`config.mk`:
```
export PLATFORM = sky130hd
export DESIGN_NAME = ysyx_22050019_div_req
export DESIGN_NICKNAME = d
export VERILOG_FILES = /design/src/rtl/ysyx_22050019_div_req.sv
export SDC_FILE = /design/constraint.sdc
export NUM_CORES = 1
export LEC_CHECK = 0
export CAP_MARGIN = 20
export CORE_AREA = 2 2 164 166
export CTS_CLUSTER_DIAMETER = 30
export DETAILED_ROUTE_END_ITERATION = 8
export DIE_AREA = 0 0 166 168
export PLACE_DENSITY_LB_ADDON = 0.08
export RECOVER_POWER = 100
export REMOVE_ABC_BUFFERS = 1
export SLEW_MARGIN = 20
export SYNTH_ARGS = -nofsm -noshare
export SYNTH_HDL_FRONTEND = slang
export SYNTH_SLANG_ARGS = --single-unit
```
`constraint.sdc`:
```
create_clock -name clk -period 2.4 [get_ports clk]
set_input_delay 0.48 -clock clk [delete_from_list [all_inputs] [get_ports clk]]
set_output_delay 0.48 -clock clk [all_outputs]
set_load 0.1 [all_outputs]
```
`src/rtl/ysyx_22050019_div_req.sv`:
```
// -----------------------------------------------------------------------------
// ysyx_22050019_div_req
//
// EXU-side requester for the iterative 64/64 divider. It accepts one RV64M
// div/rem op from EX, translates funct3/word into the divider's one-hot
// operation type, and issues it with a single div_valid pulse. EX is held while
// an op is outstanding. The divider's result is buffered and presented to WB
// with a valid/ready handshake. A flush kills any accepted op that has not yet
// retired. If that op is already inside the divider, the requester waits for
// the divider to finish and discards the result. This keeps the divider and the
// requester in lock-step.
//
// Ports
//   clk, rst_n            clock, synchronous active-low reset
//   in_valid/in_ready     EX request handshake (in_ready == state IDLE)
//   in_funct3, in_word    op select: 100 DIV, 101 DIVU, 110 REM, 111 REMU; word=1 -> *W
//   in_rs1, in_rs2        dividend, divisor
//   in_rd                 destination register index
//   flush                 kill the accepted, not-yet-retired op
//   ex_stall              in_valid & ~in_ready
//   div_valid             one-cycle start pulse to the divider
//   div_type_o            one-hot op type (REM 80 REMU 40 REMUW 20 REMW 10
//                                          DIV 08 DIVU 04 DIVUW 02 DIVW 01)
//   dividend_o, divisor_o registered operands, stable from REQ until result_ok
//   div_stall             divider busy; observed only
//   result_ok/result_ready divider result handshake, data on div_out
//   wb_valid/wb_ready     WB handshake, data on wb_data / wb_rd
//   dbg_state_o           current FSM state, for observation only
//
// Configuration
//   DIV_REQ_BYPASS_EN  when defined, a divisor of 1 (low 32 bits for *W) is
//                      resolved locally. The op goes straight from IDLE to DONE
//                      and the divider is never started for it.
//
// Handshake semantics (every valid/ready pair in this block):
//   A transfer happens on a rising clk edge where valid and ready are both 1.
//   A valid, once raised, holds its payload stable until that transfer. Ready
//   may be raised without a pending valid. Here all ready signals are decoded
//   purely from the state register, so they never depend on the matching valid.
// -----------------------------------------------------------------------------
module ysyx_22050019_div_req #(
    parameter int XLEN = 64,
    parameter int RIDX = 5
) (
    input  logic            clk,
    input  logic            rst_n,

    input  logic            in_valid,
    output logic            in_ready,
    input  logic [2:0]      in_funct3,
    input  logic            in_word,
    input  logic [XLEN-1:0] in_rs1,
    input  logic [XLEN-1:0] in_rs2,
    input  logic [RIDX-1:0] in_rd,
    input  logic            flush,
    output logic            ex_stall,

    output logic            div_valid,
    output logic [7:0]      div_type_o,
    output logic [XLEN-1:0] dividend_o,
    output logic [XLEN-1:0] divisor_o,
    input  logic            div_stall,
    input  logic            result_ok,
    input  logic [XLEN-1:0] div_out,
    output logic            result_ready,

    output logic            wb_valid,
    input  logic            wb_ready,
    output logic [XLEN-1:0] wb_data,
    output logic [RIDX-1:0] wb_rd,

    output logic [2:0]      dbg_state_o
);

    typedef enum logic [2:0] {
        S_IDLE  = 3'd0,
        S_REQ   = 3'd1,
        S_WAIT  = 3'd2,
        S_DONE  = 3'd3,
        S_DRAIN = 3'd4
    } state_e;

    state_e            state_q, state_d;
    logic [7:0]        type_q, type_d;
    logic [XLEN-1:0]   dividend_q, dividend_d;
    logic [XLEN-1:0]   divisor_q, divisor_d;
    logic [RIDX-1:0]   rd_q, rd_d;
    logic [XLEN-1:0]   wb_data_q, wb_data_d;

    logic [7:0]        type_enc;
    logic              accept;

    // The divider busy flag carries no information this FSM needs: the
    // divider always takes a start while idle, and result_ok alone ends WAIT
    // or DRAIN.
    logic              div_stall_unused;
    assign div_stall_unused = div_stall;

    // funct3[1] selects rem, funct3[0] selects unsigned, in_word selects *W.
    // funct3[2] only qualifies the op as div/rem, so it is used in accept.
    always_comb begin
        type_enc = 8'h00;
        unique case ({in_funct3[1:0], in_word})
            3'b000:  type_enc = 8'h08; // DIV
            3'b001:  type_enc = 8'h01; // DIVW
            3'b010:  type_enc = 8'h04; // DIVU
            3'b011:  type_enc = 8'h02; // DIVUW
            3'b100:  type_enc = 8'h80; // REM
            3'b101:  type_enc = 8'h10; // REMW
            3'b110:  type_enc = 8'h40; // REMU
            3'b111:  type_enc = 8'h20; // REMUW
            default: type_enc = 8'h00;
        endcase
    end

    // Only funct3 = 1xx is a div/rem op. Anything else is ignored without
    // ever leaving IDLE. A flush in the same cycle also blocks acceptance.
    assign accept = in_valid & ~flush & in_funct3[2];

`ifdef DIV_REQ_BYPASS_EN
    // Divide-by-one shortcut. A quotient is the dividend and a remainder is
    // zero. For *W ops only the low word matters, and the result is
    // sign-extended from bit 31.
    logic              byp_hit;
    logic [XLEN-1:0]   byp_data;

    always_comb begin
        byp_hit  = 1'b0;
        byp_data = '0;
        if (in_word) begin
            byp_hit = (in_rs2[31:0] == 32'd1);
            if (!in_funct3[1]) begin
                byp_data = {{(XLEN-32){in_rs1[31]}}, in_rs1[31:0]};
            end
        end else begin
            byp_hit = (in_rs2 == XLEN'(1));
            if (!in_funct3[1]) begin
                byp_data = in_rs1;
            end
        end
    end
`endif

    always_ff @(posedge clk) begin
        if (!rst_n) begin
            state_q    <= S_IDLE;
            type_q     <= '0;
            dividend_q <= '0;
            divisor_q  <= '0;
            rd_q       <= '0;
            wb_data_q  <= '0;
        end else begin
            state_q    <= state_d;
            type_q     <= type_d;
            dividend_q <= dividend_d;
            divisor_q  <= divisor_d;
            rd_q       <= rd_d;
            wb_data_q  <= wb_data_d;
        end
    end

    always_comb begin
        state_d      = state_q;
        type_d       = type_q;
        dividend_d   = dividend_q;
        divisor_d    = divisor_q;
        rd_d         = rd_q;
        wb_data_d    = wb_data_q;
        in_ready     = 1'b0;
        div_valid    = 1'b0;
        result_ready = 1'b0;
        wb_valid     = 1'b0;

        unique case (state_q)
            S_IDLE: begin
                in_ready = 1'b1;
                if (accept) begin
                    type_d     = type_enc;
                    dividend_d = in_rs1;
                    divisor_d  = in_rs2;
                    rd_d       = in_rd;
`ifdef DIV_REQ_BYPASS_EN
                    if (byp_hit) begin
                        wb_data_d = byp_data;
                        state_d   = S_DONE;
                    end else begin
                        state_d   = S_REQ;
                    end
`else
                    state_d = S_REQ;
`endif
                end
            end

            S_REQ: begin
                // The start pulse goes out even when flushed. The divider has
                // then been started, so its answer must still be absorbed in
                // DRAIN.
                div_valid = 1'b1;
                state_d   = flush ? S_DRAIN : S_WAIT;
            end

            S_WAIT: begin
                result_ready = 1'b1;
                if (result_ok) begin
                    if (flush) begin
                        // The divider finished on the flush cycle. Nothing is
                        // left to drain, so drop the result here.
                        state_d = S_IDLE;
                    end else begin
                        wb_data_d = div_out;
                        state_d   = S_DONE;
                    end
                end else if (flush) begin
                    state_d = S_DRAIN;
                end
            end

            S_DONE: begin
                wb_valid = 1'b1;
                if (flush || wb_ready) begin
                    state_d = S_IDLE;
                end
            end

            S_DRAIN: begin
                result_ready = 1'b1;
                if (result_ok) begin
                    state_d = S_IDLE;
                end
            end

            default: begin
                state_d = S_IDLE;
            end
        endcase
    end

    assign ex_stall    = in_valid & ~in_ready;
    assign div_type_o  = type_q;
    assign dividend_o  = dividend_q;
    assign divisor_o   = divisor_q;
    assign wb_data     = wb_data_q;
    assign wb_rd       = rd_q;
    assign dbg_state_o = state_q;

endmodule

```
==> metrics.csv, run 1 <==
metric,value,unit
most frequent cell after synthesis,nand2_1,
detailed-route DRC error count,0,
RSZ-0062 raised after global routing,false,
slowest CP cell,dfxtp_1,
clk sinks,208,
max-cap violation count,0,
die width,166,microns
Max Fclk,451,MHz
cell count after synthesis,927,
setup violators final,0,
peak fanout along the critical path,13,
final net count,1563,
router iterations before antenna repair,4,
final hold vios,0,
fraction of the cycle the final worst path needs,0.924,
Layout area overhead,66.3,%
Post-synth EDFFs,0,
synth unique cells,28,
adder and majority cell fraction of the synthesized area,0,
WL per Instance,15.1,microns
Max H-tree Level,2,
initial antenna violation count,0,
Worst Hold Launch,rst_n,
Tightest Pin Transition,0.741,ns
layout cell share with drive strength beyond 1,0.242,
CTS root buf,clkbuf_16,
status,"finished, final reports clean",
Max stage delay on crit path,0.59,ns
first-pass GRT wire length,40.9,mm
vias in the first global route,7657,
Tightest Hold Check Type,in -> reg,
power per cell area,975,nW/um^2
Seq cells post-synth,208,
pre-CTS WS,0.182,ns
Vias per Instance,4.39,
RePlAce Congestion,0.779,
largest net degree at the start of global routing,74,
Multi-input gate area,3820,sq um
cells along the critical path,nor3_2 > nor2b_1 > clkbuf_4,
yosys warns,0,
Mapped Area,8450,sq um
Vias,7652,
Peak VDD IR,676,uV
IO Pins,421,
Initial Utilization,0.321,
arrival time worst endpoint,1.74,ns
final setup TNS,0,ns
GRT Residual Overflow,0,
Post-Synth XOR/XNOR Area,0.00104,
ant diodes,0,
WP data required,1.92,ns
post-synthesis compound-gate area fraction,0.00829,
CTS buffer count,57,
Crit. End Element,output pin,
row cnt,60,
Leak,5.88,nW
register area,4160,sq um
clock latency at the later pin of the worst-skew pair,0.56,ns
WL met1,10.5,mm
top layer in use,met4,
CTS Hold Bufs,0,
Worst-path clk slew,0.04,ns
R2R Path Start,dbg_state_o[0],
Clock Skew,0.0228,ns
Post-Synth Simple-Gate Area,0.206,
core area,26400,sq um
share of flip-flops with an asynchronous set or reset,0,
dpl hpwl,18.7,mm
post-synth top area share,0.493,
largest cells by area after synthesis,"dfxtp_1, mux2i_1, nand2_1, buf_8, clkbuf_1",
Clock Tree Buf Depth,3,
CTS tree,yes,
met2 WL,12.5,mm
Die ar.,27900,sq um
Pins Over Slew Limit,0,
sequential fraction of the synthesis area,0.493,
Slew headroom,0.506,
"area leader, netlist",dfxtp_1,
antenna-violating nets left,0,
post-synthesis area per instance,9.12,sq um
Total Routing Usage GR,0.180,
Setup crit start,dbg_state_o[1],
number of DRC markers in iteration 0,311,
Setup WS post-layout,0.183,ns
min cycle time layout,2.22,ns
filler cell count,2486,
Startpoint Class,register,
met3 WL,2.44,mm
"Top FF cell, synth",dfxtp_1,
Port-buffer cells,419,
post-synthesis mux area share,0.238,
"top cells by count, synth","nand2_1, dfxtp_1, mux2i_1, clkbuf_1, buf_8",
largest family of logic cells by synthesized area,multiplexers,
kind of critical path,reg -> out,
drt total wl,26.3,mm
DIE HEIGHT,168,microns
repair_timing:
action | in CTS | in global routing
setup buffers | 0 | 0
setup endpoints to repair | 0 | 1
gates resized for setup | 0 | 1
hold endpoints to repair | 0 | 0
report_power, final:
part | switching, mW | leakage [nW] | internal [mW]
Combinational | 0.969 | 3.14 | 0.499
Sequential | 0.0455 | 1.68 | 3.55
Clock | 2.29 | 1.06 | 6.36
Total | 3.30 | 5.88 | 10.4
layout by cell type (no fill, tap or decap), types with 7 or more instances in the layout:
cell             Yosys  layout
clkbuf_16            0      57
clkdlybuf4s50_1      0     205
buf_12               0      10
bufinv_16            0      16
clkinv_2             0       7
mux2i_1            201     201
clkbuf_2             0     210
clkinvlp_4           0       9
nor2_1               7       8
dfxtp_1            208     208
clkbuf_8             0      11
buf_4                5       8
nand2_1            404     404
per-layer routing:
| layer | vias to the layer above | global-route usage |
|---|---|---|
| met1 | 3420 | 0.202 |
| met5 | - | 0 |
| met3 | 56 | 0.0748 |
| met2 | 291 | 0.304 |
| li1 | 3885 | - |
| met4 | 0 | 0.0741 |
path summary, 6_finish.rpt:
path / endpoint / slack, ns / depth (start not counted)
setup / recovery: ex_stall / 0.18 / 3
setup reg to reg: dividend_o[63] / 0.30 / 5
hold reg to reg: dividend_o[9] / 0.45 / 2
hold / removal: wb_rd[3] / 0.35 / 3
stage by stage:
step / hold WS (ns) / utilization / total power, mW / area, sq um / std cells
global placement: 0.442 / 0.473 / 5.19 / 12500 / 1637
finish: 0.352 / 0.534 / 13.7 / 14100 / 1744
floorplan: 0.621 / - / 4.54 / 7990 / 856
detailed placement: 0.448 / 0.473 / 5.20 / 12500 / 1637
global route: 0.374 / 0.534 / 14.2 / 14100 / 1744
CTS: 0.360 / 0.558 / 13.9 / 14700 / 1744
sequential cells by signal, indices dropped and copies added (netlist names):
signal / flops
dividend_o: 64
divisor_o: 64
wb_data: 64
div_type_o: 8
wb_rd: 5
dbg_state_o: 3
critical path, delay by kind of cell, from the launching register on:
kind	cells	cell delay, ns
DFF	1	0.59
and+or+nand+nor	2	0.25
buffers and inverters	1	0.34
layout make-up:
class,count,area share
clock buffer,72,0.113
clock inverter,35,0.0444
multi-input combinational,648,0.272
sequential,208,0.296
tap,341,0.0303
timing repair buffer,440,0.244
logic make-up (layout without fill, tap and decap cells):
group / count (synthesis) / count (layout)
and+or+nand+nor: 435 / 435
AOI/OAI and AO/OA: 11 / 11
DFF: 208 / 208
muxes: 201 / 201
buffers and inverters: 71 / 547
xor gates and xnor gates: 1 / 1
Power figures use the tool's default switching activity.
==> run 2, diff against run 1 <==
--- a/config.mk
+++ b/config.mk
@@ -8,6 +8,7 @@
 export CAP_MARGIN = 20
 export CORE_AREA = 2 2 164 166
 export CTS_CLUSTER_DIAMETER = 30
+export CTS_CLUSTER_SIZE = 28
 export DETAILED_ROUTE_END_ITERATION = 8
 export DIE_AREA = 0 0 166 168
 export PLACE_DENSITY_LB_ADDON = 0.08
==> results of run 2 <==
The final DEF is identical to that of run 1; final timing and power are the same.
